==> src/rtl/multicycle_controller.sv <==
// Control FSM for the shared-memory multi-cycle MIPS datapath: one state per cycle,
// stalls on mem_ready, sticky halt on illegal decode or memory timeout. Macro PERF_CNT_EN adds perf counters.
module multicycle_controller #(
  parameter int TIMEOUT = 16,
  parameter int ST_W    = 4
) (
  input  logic       clk,
  input  logic       rst,
  input  logic [5:0] opc,
  input  logic [5:0] func,
  input  logic       zero,
  input  logic       mem_ready,
  output logic       PCWrite,
  output logic       IorD,
  output logic       MemRead,
  output logic       MemWrite,
  output logic       IRWrite,
  output logic [1:0] RegDst,
  output logic       WDInp,
  output logic       MemToReg,
  output logic       RegWrite,
  output logic       ALUSrcA,
  output logic [1:0] ALUSrcB,
  output logic [2:0] ALUOperation,
  output logic [1:0] PCSrc,
  output logic       illegal,
  output logic       timeout
`ifdef PERF_CNT_EN
  ,
  output logic [31:0] cycle_cnt,
  output logic [31:0] retired_cnt
`endif
);

  localparam int CNT_W = $clog2(TIMEOUT + 1);
  localparam logic [CNT_W-1:0] WAIT_LIM = CNT_W'(TIMEOUT - 1);

  localparam logic [2:0] ALU_AND = 3'b000;
  localparam logic [2:0] ALU_OR  = 3'b001;
  localparam logic [2:0] ALU_ADD = 3'b010;
  localparam logic [2:0] ALU_SUB = 3'b110;
  localparam logic [2:0] ALU_SLT = 3'b111;

  typedef enum logic [ST_W-1:0] {
    S_IF, S_ID, S_EXR, S_WBR, S_EXI, S_WBI, S_MADR, S_MRD,
    S_WBL, S_MWR, S_BR, S_J, S_JAL, S_JR, S_HALT
  } state_t;

  state_t           r_state;
  state_t           w_next;
  logic [CNT_W-1:0] r_wait;
  logic [CNT_W-1:0] w_wait_nxt;
  logic             r_illegal;
  logic             r_timeout;
  logic             w_wait_step;
  logic             w_set_ill;
  logic             w_set_to;

  function automatic logic [2:0] f_alu_r(input logic [5:0] fn);
    case (fn)
      6'b100010: f_alu_r = ALU_SUB;
      6'b100100: f_alu_r = ALU_AND;
      6'b100101: f_alu_r = ALU_OR;
      6'b101010: f_alu_r = ALU_SLT;
      default:   f_alu_r = ALU_ADD;
    endcase
  endfunction

  function automatic logic [2:0] f_alu_i(input logic [5:0] op);
    case (op)
      6'b001010: f_alu_i = ALU_SLT;
      6'b001100: f_alu_i = ALU_AND;
      default:   f_alu_i = ALU_ADD;
    endcase
  endfunction

  always_ff @(posedge clk) begin
    if (rst) begin
      r_state   <= S_IF;
      r_wait    <= '0;
      r_illegal <= 1'b0;
      r_timeout <= 1'b0;
    end else begin
      r_state   <= w_next;
      r_wait    <= w_wait_nxt;
      r_illegal <= r_illegal | w_set_ill;
      r_timeout <= r_timeout | w_set_to;
    end
  end

  always_comb begin
    PCWrite      = 1'b0;
    IorD         = 1'b0;
    MemRead      = 1'b0;
    MemWrite     = 1'b0;
    IRWrite      = 1'b0;
    RegDst       = 2'b00;
    WDInp        = 1'b0;
    MemToReg     = 1'b0;
    RegWrite     = 1'b0;
    ALUSrcA      = 1'b0;
    ALUSrcB      = 2'b00;
    ALUOperation = ALU_AND;
    PCSrc        = 2'b00;
    w_next       = r_state;
    w_wait_nxt   = '0;
    w_wait_step  = 1'b0;
    w_set_ill    = 1'b0;
    w_set_to     = 1'b0;
    case (r_state)
      S_IF: begin
        MemRead      = 1'b1;
        ALUSrcB      = 2'b01;
        ALUOperation = ALU_ADD;
        if (mem_ready) begin
          IRWrite = 1'b1;
          PCWrite = 1'b1;
          w_next  = S_ID;
        end else begin
          w_wait_step = 1'b1;
        end
      end
      S_ID: begin
        ALUSrcB      = 2'b11;
        ALUOperation = ALU_ADD;
        case (opc)
          6'b000000: begin
            case (func)
              6'b100000, 6'b100010, 6'b100100,
              6'b100101, 6'b101010: w_next = S_EXR;
              6'b001000:            w_next = S_JR;
              default: begin
                w_next    = S_HALT;
                w_set_ill = 1'b1;
              end
            endcase
          end
          6'b001000, 6'b001010, 6'b001100: w_next = S_EXI;
          6'b100011, 6'b101011:            w_next = S_MADR;
          6'b000100, 6'b000101:            w_next = S_BR;
          6'b000010:                       w_next = S_J;
          6'b000011:                       w_next = S_JAL;
          default: begin
            w_next    = S_HALT;
            w_set_ill = 1'b1;
          end
        endcase
      end
      S_EXR: begin
        ALUSrcA      = 1'b1;
        ALUOperation = f_alu_r(func);
        w_next       = S_WBR;
      end
      S_WBR: begin
        RegDst   = 2'b01;
        RegWrite = 1'b1;
        w_next   = S_IF;
      end
      S_EXI: begin
        ALUSrcA      = 1'b1;
        ALUSrcB      = 2'b10;
        ALUOperation = f_alu_i(opc);
        w_next       = S_WBI;
      end
      S_WBI: begin
        RegWrite = 1'b1;
        w_next   = S_IF;
      end
      S_MADR: begin
        ALUSrcA      = 1'b1;
        ALUSrcB      = 2'b10;
        ALUOperation = ALU_ADD;
        w_next       = (opc == 6'b101011) ? S_MWR : S_MRD;
      end
      S_MRD: begin
        IorD    = 1'b1;
        MemRead = 1'b1;
        if (mem_ready) w_next = S_WBL;
        else           w_wait_step = 1'b1;
      end
      S_WBL: begin
        MemToReg = 1'b1;
        RegWrite = 1'b1;
        w_next   = S_IF;
      end
      S_MWR: begin
        IorD     = 1'b1;
        MemWrite = 1'b1;
        if (mem_ready) w_next = S_IF;
        else           w_wait_step = 1'b1;
      end
      S_BR: begin
        ALUSrcA      = 1'b1;
        ALUOperation = ALU_SUB;
        PCSrc        = 2'b01;
        PCWrite      = (opc == 6'b000100) ? zero : ~zero;
        w_next       = S_IF;
      end
      S_J: begin
        PCSrc   = 2'b10;
        PCWrite = 1'b1;
        w_next  = S_IF;
      end
      S_JAL: begin
        PCSrc    = 2'b10;
        PCWrite  = 1'b1;
        RegDst   = 2'b10;
        WDInp    = 1'b1;
        RegWrite = 1'b1;
        w_next   = S_IF;
      end
      S_JR: begin
        PCSrc   = 2'b11;
        PCWrite = 1'b1;
        w_next  = S_IF;
      end
      S_HALT:  w_next = S_HALT;
      default: w_next = S_HALT;
    endcase
    // Counter only survives while stalled in the same memory state.
    if (w_wait_step) begin
      if (r_wait == WAIT_LIM) begin
        w_next   = S_HALT;
        w_set_to = 1'b1;
      end else begin
        w_wait_nxt = r_wait + CNT_W'(1);
      end
    end
    if (rst) begin
      PCWrite  = 1'b0;
      IRWrite  = 1'b0;
      RegWrite = 1'b0;
      MemRead  = 1'b0;
      MemWrite = 1'b0;
    end
  end

  assign illegal = r_illegal;
  assign timeout = r_timeout;

`ifdef PERF_CNT_EN
  logic [31:0] r_cycle_cnt;
  logic [31:0] r_retired_cnt;

  always_ff @(posedge clk) begin
    if (rst) begin
      r_cycle_cnt   <= '0;
      r_retired_cnt <= '0;
    end else if (r_state != S_HALT) begin
      r_cycle_cnt <= r_cycle_cnt + 32'd1;
      if (r_state != S_IF && w_next == S_IF)
        r_retired_cnt <= r_retired_cnt + 32'd1;
    end
  end

  assign cycle_cnt   = r_cycle_cnt;
  assign retired_cnt = r_retired_cnt;
`endif

endmodule
==> config.mk <==
export PLATFORM = sky130hd
export DESIGN_NAME = multicycle_controller
export DESIGN_NICKNAME = d
export VERILOG_FILES = /design/src/rtl/multicycle_controller.sv
export SDC_FILE = /design/constraint.sdc
export NUM_CORES = 1
export LEC_CHECK = 0
export CAP_MARGIN = 20
export CORE_MARGIN = 1.5
export CORE_UTILIZATION = 50
export DETAILED_ROUTE_END_ITERATION = 8
export GPL_TIMING_DRIVEN = 0
export PLACE_DENSITY = 0.86
export SYNTH_ARGS = -nofsm -noshare
export SYNTH_HDL_FRONTEND = slang
export SYNTH_SLANG_ARGS = --single-unit
==> constraint.sdc <==
create_clock -name clk -period 2.4 [get_ports clk]
set_input_delay 0.24 -clock clk [delete_from_list [all_inputs] [get_ports clk]]
set_output_delay 0.24 -clock clk [all_outputs]
set_load 0.02 [all_outputs]
==> results of run 1 <==
critical path, stage by stage (launching register included):
cell and delay (ns):
dfxtp_1 0.36, clkbuf_2 0.20, buf_2 0.22, nor4_4 0.31, buf_4 0.15, clkdlybuf4s50_1 0.59
state kept, by name (all words and copies together), names as in the netlist:
name     count
r_state      4
timeout      1
illegal      1
r_wait       5
metrics by stage:
| step | power [mW] | utilization | hold WS (ns) |
|---|---|---|---|
| 6_report | 1.25 | 0.759 | 0.441 |
| 5_1_grt | 1.35 | 0.759 | 0.451 |
| 4_1_cts | 1.23 | 0.748 | 0.467 |
| 3_5_place_dp | 1.12 | 0.727 | 0.451 |
| 3_3_place_gp | 1.10 | 0.727 | 0.433 |
| 2_1_floorplan | 0.813 | - | 0.418 |
placed cells by master (no fill, tap or decap), types with 3 or more instances in the layout:
cell             Yosys  final
a21oi_1             10     10
or2_2                3      3
nand2_1              9      9
clkbuf_1            11      4
nor2b_1              4      4
clkdlybuf4s50_1      0     24
dlygate4sd2_1        0      5
clkbuf_2             0      5
nand2b_1             5      5
clkbuf_4             0      5
dfxtp_1             11     10
nor2_1              28     28
buf_2                1      3
a211oi_1             5      5
nand3_1              4      4
inv_1                4      4
nor4b_1              4      3
nor3_1               4      3
o21ai_0             11     11
final cells by class:
type	instances	area [µm²]	area share
well taps	27	33.8	0.0218
inverters	4	15.0	0.00969
plain buffers	13	68.8	0.0444
multi-input cells	133	860	0.554
repair buffers	33	325	0.210
clock buffers	4	26.3	0.0169
flip-flops and latches	11	221	0.143
power by group:
group          internal [mW]  switching [mW]  leakage (nW)
Sequential             0.221          0.0473        0.0899
Clock                 0.0641          0.0539        0.0150
Combinational          0.360           0.505         0.474
Total                  0.646           0.606         0.579
worst paths after layout:
kind | from | endpoint | slack (ns) | cells past startpoint
worst max-delay path | r_state[1] | RegDst[1] | 0.09 | 5
worst min-delay path | opc[4] | r_state[3] | 0.44 | 3
worst max register to register | r_wait[0] | r_state[3] | 0.64 | 7
worst min register to register | r_wait[0] | r_wait[0] | 0.47 | 1
kinds of logic (layout without fill, tap and decap cells):
logic type / after synthesis / in the layout / share of synthesized area
xor+xnor: 3 / 3 / 0.0234
mux: 3 / 3 / 0.0279
fa+ha+maj: 3 / 3 / 0.0312
buf+inv: 19 / 54 / 0.0681
simple gates: 78 / 78 / 0.376
compound gates: 46 / 46 / 0.277
flops: 11 / 11 / 0.196
routing by layer:
layer,wire length [µm],vias up
li1,-,668
met1,1390,613
met2,1490,50
met3,165,0
met4,0,0
met5,0,-
==> impl_metrics.csv, run 1 <==
group,metric,value,unit
status,status,"finished clean",
global_route,grt_max_degree,11,
flow_run,drv_cap,0,
synth,synth.area.top_cells,"dfxtp_1, nor2_1, o21ai_0",
global_route,grt_pass1_wl,5120,µm
synth,synth_edf_count,0,
global_route,grt_use_total,0.253,
cts,cts_buffers,3,
global_route,antenna_found_initial,0,
timing,grt_setup_unrepaired,"no",
detailed_routing,drt.antenna.violating_nets,0,
floorplanning,initial_core_util,0.549,
floorplanning,pin_count,36,
min_path,hp-class,"primary input to flop",
cts,holdBufCountCts,0,
synth,yosys.cell_count.top_type,"nor2_1",
critical_path,crit_path_end_kind,"output port",
synth,syn-num-nets,181,
synth,ys_seq_area_frac,0.196,
critical_path,crit_type,"flop to output port",
timing,setup_viol,0,
synth,syn-cell-area,1120,µm²
floorplanning,die_h,50.4,µm
global_route,grt.busiest_layer,"met2",
critical_path,crit_fanout,10,
final_layout,fillerInstances,158,
cts,cts_tree,"yes",
cts,clk_pin_slew,0.06,ns
synth,synth_area_leader_cell,"dfxtp_1",
placement,dp_hpwl,2390,µm
final_layout,drive_above_1_share,0.146,
global_route,grt_use_met3,0.0149,
cts,cts.repair.resized,22,
detailed_routing,avgViaCountPerCell,5.92,
detailed_routing,num_vias,1331,
synth,synth_top_area_frac,0.196,
synth,syn_inst,163,
cts,post-cts-setup-buffers,0,
power_and_ir_drop,irDropWorstVdd,0.619,mV
timing,fin_crit_sh,0.964,
timing,fmax,432,MHz
synth,ys_ff_latch,11,
power_and_ir_drop,powerDensity,807,nW/µm²
cts,cts_sinks,11,
detailed_routing,wl_per_cell,13.5,µm
synth,yosys_most_used_dff,"dfxtp_1",
timing,finalHoldViolCount,0,
final_layout,synthToLayoutAreaGrowth,38.3,%
placement,port_buffers,33,
critical_path,worstPathArrival,2.07,ns
detailed_routing,drt_iter0_markers,42,
global_route,grt_pass1_vias,1166,
placement,numPlacedInstances,223,
placement,routabilityCongestion,0.834,
critical_path,cp-start-kind,"flop",
global_route,grt-ovfl-total,0,
global_route,use_met1,0.343,
cts,cts_max_level,1,
timing,slew_headroom,0.606,
timing,tightest_slew,0.583,ns
timing,layout_min_cycle_time,2.31,ns
cts,insertion_delay,0.26,ns
synth,yosysWarnings,0,
critical_path,crit_required,2.16,ns
synth,synth_common_cells,"nor2_1, clkbuf_1, dfxtp_1, o21ai_0, a21oi_1",
floorplanning,core,2040,µm²
cts,clockBufferDepth,2,
detailed_routing,totalWireLength,3050,µm
timing,clock_skew,0.00129,ns
final_layout,postLayoutCellArea,1550,µm²
detailed_routing,drc,0,
cts,cts-root-buf,"clkbuf_4",
placement,post-place-ws,-0.690,ns
synth,async_flop_share,0,
final_layout,stdcell_count,225,
floorplanning,chipWidth,50.4,µm
timing,drv_slew,0,
global_route,met2_usage,0.439,
synth,synth.distinct_cells,49,
timing,fin_ws,0.0875,ns
synth,avgSynthCellArea,6.88,µm²
placement,placed_area,1490,µm²
power_and_ir_drop,leakagePower,0.579,nW
floorplanning,die-area,2540,µm²
timing,fin_tns_setup,0,ns
final_layout,nNetsFinal,217,
floorplanning,placementRows,16,
detailed_routing,dr.pass1.iters,4,
final_layout,diodes,0,
Power figures use the tool's default switching activity.
==> inputs of run 2 (changes only) <==
==> constraint.sdc (replaced) <==
create_clock -name clk -period 2.4 [get_ports clk]
set_input_delay 0.24 -clock clk [delete_from_list [all_inputs] [get_ports clk]]
set_output_delay 0.24 -clock clk [all_outputs]
set_load 0.005 [all_outputs]
==> run 2 against run 1 <==
Combinational power shrank 10%. Total power shrank 6.2%. Largest power group unchanged. Clock skew is essentially flat. Non-clock buffer count shrank 1. Maximum frequency grew 0.65%. Routed wire length grew 5.6%. Worst hold slack gained 0.028 ns. Setup slack gained 0.015 ns. Clock power is essentially flat. Core utilization grew 0.61 points. Cell count shrank 0.44%.
==> impl_metrics.csv, run 2 (synthesized netlist as in run 1, its figures left out) <==
group,metric,value,unit
critical_path,crit_fanout,9,
cts,cts_tree,"yes",
floorplanning,die-area,2540,µm²
power_and_ir_drop,p_switching,0.516,mW
floorplanning,die_h,50.4,µm
critical_path,cp-start-kind,"flop",
power_and_ir_drop,p_sw_frac,0.439,
min_path,min_delay_path_depth,1,
placement,post-place-ws,-0.587,ns
critical_path,ff2ff_setup_slack,0.64,ns
final_layout,stdcell_count,224,
cts,cts-root-buf,"clkbuf_4",
placement,port_buffers,33,
final_layout,largest_reg_flops,5,
detailed_routing,totalWireLength,3220,µm
floorplanning,placementRows,16,
cts,holdBufCountCts,0,
timing,tightest_slew,0.589,ns
detailed_routing,num_vias,1366,
global_route,met2_usage,0.450,
critical_path,crit_required,2.16,ns
critical_path,r2r_start,"r_wait[0]",
global_route,grt_pass1_vias,1200,
cts,clockBufferDepth,2,
min_path,hold_start,"r_wait[0]",
cts,insertion_delay,0.26,ns
status,status,"finished clean",
cts,cts_sinks,11,
power_and_ir_drop,powerDensity,752,nW/µm²
cts,cts_buffers,3,
placement,numPlacedInstances,223,
timing,fin_crit_sh,0.957,
global_route,grt-ovfl-total,0,
final_layout,largestRegisters,"r_wait x5, r_state x4",
floorplanning,pin_count,36,
min_path,hold_end,"r_wait[0]",
timing,setup_viol,0,
critical_path,r2r_cells,7,
critical_path,worstPathArrival,2.06,ns
detailed_routing,drt.antenna.violating_nets,0,
final_layout,final_common_cell,"nor2_1",
floorplanning,core,2040,µm²
final_layout,synthToLayoutAreaGrowth,39.4,%
timing,finalHoldViolCount,0,
power_and_ir_drop,combPwrFrac,0.662,
timing,grt_setup_unrepaired,"no",
detailed_routing,drc,0,
power_and_ir_drop,intPower,0.659,mW
detailed_routing,drt_iter0_markers,41,
timing,layout_min_cycle_time,2.30,ns
detailed_routing,wl_per_cell,14.4,µm
floorplanning,initial_core_util,0.549,
detailed_routing,dr.pass1.iters,6,
global_route,antenna_found_initial,0,
global_route,use_met1,0.350,
final_layout,regMostFlops,"r_wait",
timing,clock_skew,0.00145,ns
global_route,grt_max_degree,12,
timing,fin_ws,0.102,ns
critical_path,crit_type,"flop to output port",
placement,placed_area,1490,µm²
placement,routabilityCongestion,0.834,
placement,dp_hpwl,2390,µm
power_and_ir_drop,clkPwrFrac,0.100,
critical_path,rr_endpoint,"r_state[3]",
final_layout,diodes,0,
timing,slew_headroom,0.602,
final_layout,postLayoutCellArea,1560,µm²
power_and_ir_drop,p_seq_frac,0.238,
cts,cts_max_level,1,
floorplanning,chipWidth,50.4,µm
critical_path,crit_path_end_kind,"output port",
final_layout,drive_above_1_share,0.162,
global_route,grt.busiest_layer,"met2",
global_route,grt_use_total,0.263,
cts,post-cts-setup-buffers,0,
final_layout,final_cell_mix,"nor2_1, clkdlybuf4s50_1, o21ai_0, a21oi_1",
global_route,grt_pass1_wl,5310,µm
power_and_ir_drop,irDropWorstVdd,0.621,mV
timing,fmax,435,MHz
global_route,grt_use_met3,0.0179,
final_layout,nNetsFinal,216,
timing,drv_slew,0,
detailed_routing,avgViaCountPerCell,6.10,
min_path,hp-class,"flop to flop",
power_and_ir_drop,leakagePower,0.561,nW
cts,clk_pin_slew,0.06,ns
flow_run,drv_cap,0,
-- run 2: cell types whose count changed in the layout (fill, tap and decap cells not counted), moves of 2 or more --
| cell | delta |
|---|---|
| dlygate4sd2_1 | +2 |
| dlymetal6s2s_1 | -2 |
| nor4_2 | +2 |
| nand2b_1 | -3 |
| clkdlybuf4s50_1 | +2 |
| nand2b_4 | +3 |
| clkbuf_4 | -2 |
-- run 2: worst max path at each step --
stage	start	to	cells after the start
final	r_state[3]	ALUOperation[2]	5
after global routing	r_state[0]	MemRead	5
after CTS	r_state[2]	MemRead	5
after detailed placement	opc[3]	PCWrite	7
after global placement	opc[3]	PCWrite	7
after floorplan	opc[3]	PCWrite	5
-- run 2: metrics by stage --
step	setup TNS (ns)	total power, mW	util	hold WS, ns
floorplan	0	0.710	-	0.418
global placement	-0.722	0.992	0.727	0.433
detailed placement	-0.769	1.01	0.727	0.451
CTS	0	1.15	0.756	0.467
global route	0	1.26	0.765	0.489
finish	0	1.17	0.765	0.469
-- run 2: layer usage --
metal	wire length [µm]	share of wire
met5	0	0
met4	82	0.025
met3	179	0.056
met2	1510	0.47
met1	1450	0.45
-- run 2: power by group through the flow --
stage / clock network [mW] / registers, mW / logic, mW
after global routing: 0.129 / 0.284 / 0.848
final: 0.118 / 0.279 / 0.777
after floorplan: 0 / 0.242 / 0.468
after detailed placement: 0 / 0.248 / 0.765
after CTS: 0.123 / 0.275 / 0.750
after global placement: 0 / 0.247 / 0.745
-- run 2: layout make-up --
cell class | instances | area [µm²]
buffer | 12 | 58.8
clock buffer | 4 | 26.3
fill | 165 | 479
inverter | 4 | 15.0
multi-input combinational | 133 | 882
sequential | 11 | 225
tap | 27 | 33.8
timing repair buffer | 33 | 322
-- run 2: worst max-delay path: stages (launching register included) --
cell	delay, ns
dfxtp_1	0.42
nor4b_1	0.42
nand4_1	0.19
o21ai_1	0.10
o21bai_2	0.14
clkdlybuf4s50_1	0.52
-- run 2: what timing repair did --
item,CTS,global route
pin swaps,0,1
setup endpoints to repair,11,7
resized for setup,22,6
